`src/rtl/line_burst_adaptor.sv`:
```
// Cacheline <-> memory burst adaptor between the cache arbiter and physical memory.
// Define ADAPTOR_FAST_RESP_EN to drop the DONE cycle and signal resp_o on the final beat.
module line_burst_adaptor #(
   parameter int unsigned LINE_W  = 256,
   parameter int unsigned BURST_W = 64,
   parameter int unsigned ADDR_W  = 32
) (
   input  logic              clk,
   input  logic              rst,
   input  logic [ADDR_W-1:0]  address_i,
   input  logic [LINE_W-1:0]  line_i,
   output logic [LINE_W-1:0]  line_o,
   input  logic              read_i,
   input  logic              write_i,
   output logic              resp_o,
   output logic [ADDR_W-1:0]  address_o,
   input  logic [BURST_W-1:0] burst_i,
   output logic [BURST_W-1:0] burst_o,
   output logic              read_o,
   output logic              write_o,
   input  logic              resp_i
);

   localparam int unsigned BEATS = LINE_W / BURST_W;
   localparam int unsigned CNT_W = (BEATS > 1) ? $clog2(BEATS) : 1;
   localparam int unsigned OFF_W = $clog2(LINE_W / 8);
   localparam logic [CNT_W-1:0]  LAST       = CNT_W'(BEATS - 1);
   localparam logic [ADDR_W-1:0] ALIGN_MASK = ~((ADDR_W'(1) << OFF_W) - ADDR_W'(1));

   typedef enum logic [1:0] {IDLE, READ, WRITE, DONE} state_t;

   state_t             state;
   logic [CNT_W-1:0]   count;
   logic [ADDR_W-1:0]  addr_reg;
   logic [LINE_W-1:0]  line_reg;
   logic [LINE_W-1:0]  wr_line;
   logic               last_beat;

   assign last_beat = ((state == READ) || (state == WRITE)) && resp_i && (count == LAST);
   assign address_o = addr_reg;
   assign burst_o   = wr_line[count*BURST_W +: BURST_W];

`ifndef ADAPTOR_FAST_RESP_EN
   logic resp_q;
`endif

   always_ff @(posedge clk) begin
      if (rst) begin
         state    <= IDLE;
         count    <= '0;
         addr_reg <= '0;
         line_reg <= '0;
         wr_line  <= '0;
         read_o   <= 1'b0;
         write_o  <= 1'b0;
`ifndef ADAPTOR_FAST_RESP_EN
         resp_q   <= 1'b0;
`endif
      end else begin
         case (state)
            IDLE: begin
               count <= '0;
               // A simultaneous read waits; the requester keeps read_i high until serviced.
               if (write_i) begin
                  state    <= WRITE;
                  write_o  <= 1'b1;
                  addr_reg <= address_i & ALIGN_MASK;
                  wr_line  <= line_i;
               end else if (read_i) begin
                  state    <= READ;
                  read_o   <= 1'b1;
                  addr_reg <= address_i & ALIGN_MASK;
               end
            end
            READ: begin
               if (resp_i) begin
                  line_reg[count*BURST_W +: BURST_W] <= burst_i;
               end
               if (last_beat) begin
                  count  <= '0;
                  read_o <= 1'b0;
`ifdef ADAPTOR_FAST_RESP_EN
                  state  <= IDLE;
`else
                  state  <= DONE;
                  resp_q <= 1'b1;
`endif
               end else if (resp_i) begin
                  count <= count + 1'b1;
               end
            end
            WRITE: begin
               if (last_beat) begin
                  count   <= '0;
                  write_o <= 1'b0;
`ifdef ADAPTOR_FAST_RESP_EN
                  state   <= IDLE;
`else
                  state   <= DONE;
                  resp_q  <= 1'b1;
`endif
               end else if (resp_i) begin
                  count <= count + 1'b1;
               end
            end
            default: begin
`ifndef ADAPTOR_FAST_RESP_EN
               resp_q <= 1'b0;
`endif
               state <= IDLE;
            end
         endcase
      end
   end

`ifdef ADAPTOR_FAST_RESP_EN
   // Final read beat bypasses the register so the line is complete alongside resp_o.
   always_comb begin
      line_o = line_reg;
      if ((state == READ) && last_beat) begin
         line_o[LINE_W-1 -: BURST_W] = burst_i;
      end
   end
   assign resp_o = last_beat;
`else
   assign line_o = line_reg;
   assign resp_o = resp_q;
`endif

endmodule

```
`config.mk`:
```
export PLATFORM = sky130hd
export DESIGN_NAME = line_burst_adaptor
export DESIGN_NICKNAME = d
export VERILOG_FILES = /design/src/rtl/line_burst_adaptor.sv
export SDC_FILE = /design/constraint.sdc
export NUM_CORES = 1
export LEC_CHECK = 0
export CORE_AREA = 2 2 279 281
export CTS_CLUSTER_SIZE = 16
export DETAILED_ROUTE_END_ITERATION = 8
export DIE_AREA = 0 0 281 283
export DONT_BUFFER_PORTS = 1
export PLACE_DENSITY = 0.38
export SYNTH_ARGS = -nofsm -noshare
export SYNTH_HDL_FRONTEND = slang
export SYNTH_SLANG_ARGS = --single-unit
export TNS_END_PERCENT = 20
```
`constraint.sdc`:
```
create_clock -name clk -period 2.5 [get_ports clk]
set_input_delay 0.5 -clock clk [delete_from_list [all_inputs] [get_ports clk]]
set_output_delay 0.5 -clock clk [all_outputs]
set_load 0.01 [all_outputs]
```
==> metrics.yaml <==
status: "complete, no violations"
clock_latency_ps: 600
root_buffer: "clkbuf_16"
async_flop_share_pct: 0
drc: 0
initialDrtViolationCount: 1055
min_delay_path_depth: 1
yosys_warnings: 0
finalWirelength_um: 79300
rows: 102
firstDrtPassIters: 5
slew_violations: 0
grt_pass1_wl_um: 115000
ys_seq_elements: 546
synth.cell_area_um2: 20700
cellLeakagePower_nw: 9.09
grt.overflow.total: 0
grt_pass1_vias: 17200
drtAntennaViolNets: 0
synth_cell_type_count: 41
ys.flop_type: "dfxtp_1"
htreeDepth: 3
final_util_pct: 33.4
cts_sinks: 546
final_nets: 2806
fp.dieH_um: 283
period_share_pct: 99.6
synth_edf_count: 0
dp_cells: 3255
io_pins: 712
cts_tree: "done"
cp_data_required_time_ps: 2000
path_class: "register to output port"
critPathMaxFanout: 7
postSynthAreaPerCell_um2: 8.70
clk_pin_slew_ps: 60
cts_buffers: 66
antenna_found_initial: 0
fmax_mhz: 402
drive_above_1_share_pct: 12.1
max_cap_viol_count: 0
hpwl_um: 52400
setup_viol: 0
power_density_nw_per_um2: 1000
r2r_cells: 7
fin_cells: 3528
area_growth_pct: 23.3
layout_min_cycle_time_ps: 2490
clk_path_buf_depth: 3
yosysSeqAreaShare_pct: 52.7
start_kind: "register"
track_usage_pct: 19.1
final_cell_mix: "nand2_1 (759), dfxtp_1 (544), a21oi_1 (477)"
rsz0062_at_grt: "yes"
hold_violations: 0
ir_drop_v: 0.000589
power_mw: 25.6
num_antenna_cells: 0
final_common_cell: "nand2_1"
tightestPinTransition_ps: 1080
whs_ps: 42.9
gp_congestion: 0.825
synthCells: 2384
slew_headroom_pct: 28.3
core_um2: 76700
start_util_pct: 27.0
hp-class: "input pin to register"
setup_tns_ps: 0
worstSetupEndpointType: "output port"
vias_per_cell: 4.95
drt-wirelength-per-cell_um: 22.5
die_area_um2: 79500
clock_skew_ps: 28.9
port_buffers: 0
critPathArrivalTime_ps: 1990
dieWidth_um: 281
grt_max_degree: 477
vias: 17500
[critical path, stage by stage (launching register included)]
cell	delay, ps
dfxtp_4	360
buf_16	150
bufbuf_16	300
mux4_2	590
[routing by layer]
layer	vias to the layer above	share of wire, %	track usage (%)
met5	-	0	0
met2	610	50	33.5
met1	8481	38	21.5
met3	101	9.1	6.65
li1	8263	-	-
met4	0	2.6	5.78
[worst paths after layout]
path | from | slack (ps) | end
hold reg to reg | wr_line[231] | 450 | wr_line[231]
setup reg to reg | count[0] | 140 | line_o[15]
setup / recovery | count[0] | 10 | burst_o[42]
hold / removal | burst_i[57] | 40 | line_o[57]
[timing repair]
item,CTS,global route
hold endpoints to repair,151,0
gates resized for setup,4,3
pin swaps,0,0
gates cloned,3,0
setup buffers,6,3
hold buffers,144,0
setup endpoints to repair,43,38
[power breakdown]
group          total, mW  internal, mW  switching (mW)  leakage [nW]
clock network       9.45          5.60            3.84          1.05
logic               6.03          2.36            3.68          3.59
registers           10.2          9.58           0.583          4.44
total               25.6          17.5            8.10          9.09
[per-stage QoR]
| step | worst slack, ps | instance area, um2 |
|---|---|---|
| floorplan | 196 | 20800 |
| global placement | 309 | 21800 |
| detailed placement | 316 | 21800 |
| CTS | -66.8 | 25500 |
| global route | -66.9 | 25600 |
| finish | 10.1 | 25600 |
[cell usage after synthesis, types with 4 or more instances]
| master | n | area, um2 |
|---|---|---|
| buf_4 | 6 | 45.0 |
| a32o_2 | 60 | 676 |
| and3_1 | 4 | 25.0 |
| buf_2 | 61 | 305 |
| nand3_1 | 197 | 986 |
| mux4_2 | 64 | 1440 |
| buf_6 | 6 | 67.6 |
| a32o_1 | 4 | 40.0 |
| inv_1 | 11 | 41.3 |
| nand2_1 | 760 | 2850 |
| dfxtp_1 | 546 | 10900 |
| buf_1 | 8 | 30.0 |
| clkbuf_1 | 137 | 514 |
| a21oi_1 | 477 | 2390 |
| ha_1 | 10 | 125 |
[cell type report]
type / count / area (um2)
clock buffer: 95 / 1890
clock inverter: 22 / 236
fill: 8108 / 51100
inverter: 11 / 41.3
multi-input combinational: 1613 / 8880
sequential: 546 / 10900
tap: 1040 / 1300
timing repair buffer: 201 / 2300
[state kept, by name (all words and copies together), names as in the netlist]
| register | flops |
|---|---|
| count | 2 |
| wr_line | 256 |
| write_o | 1 |
| resp_o | 1 |
| read_o | 1 |
| address_o | 27 |
| line_o | 256 |
| state | 2 |
[kinds of logic after synthesis]
group,Yosys count,synth area share (%)
other,1,0.0181
AO/OA/AOI/OAI,557,15.6
multiplexers,64,6.95
AND/OR/NAND/NOR,977,19.3
buffers and inverters,229,4.84
adder cells (fa/ha/maj),10,0.603
flip-flops,546,52.7
Note: power is estimated with default switching activity, not from simulation.
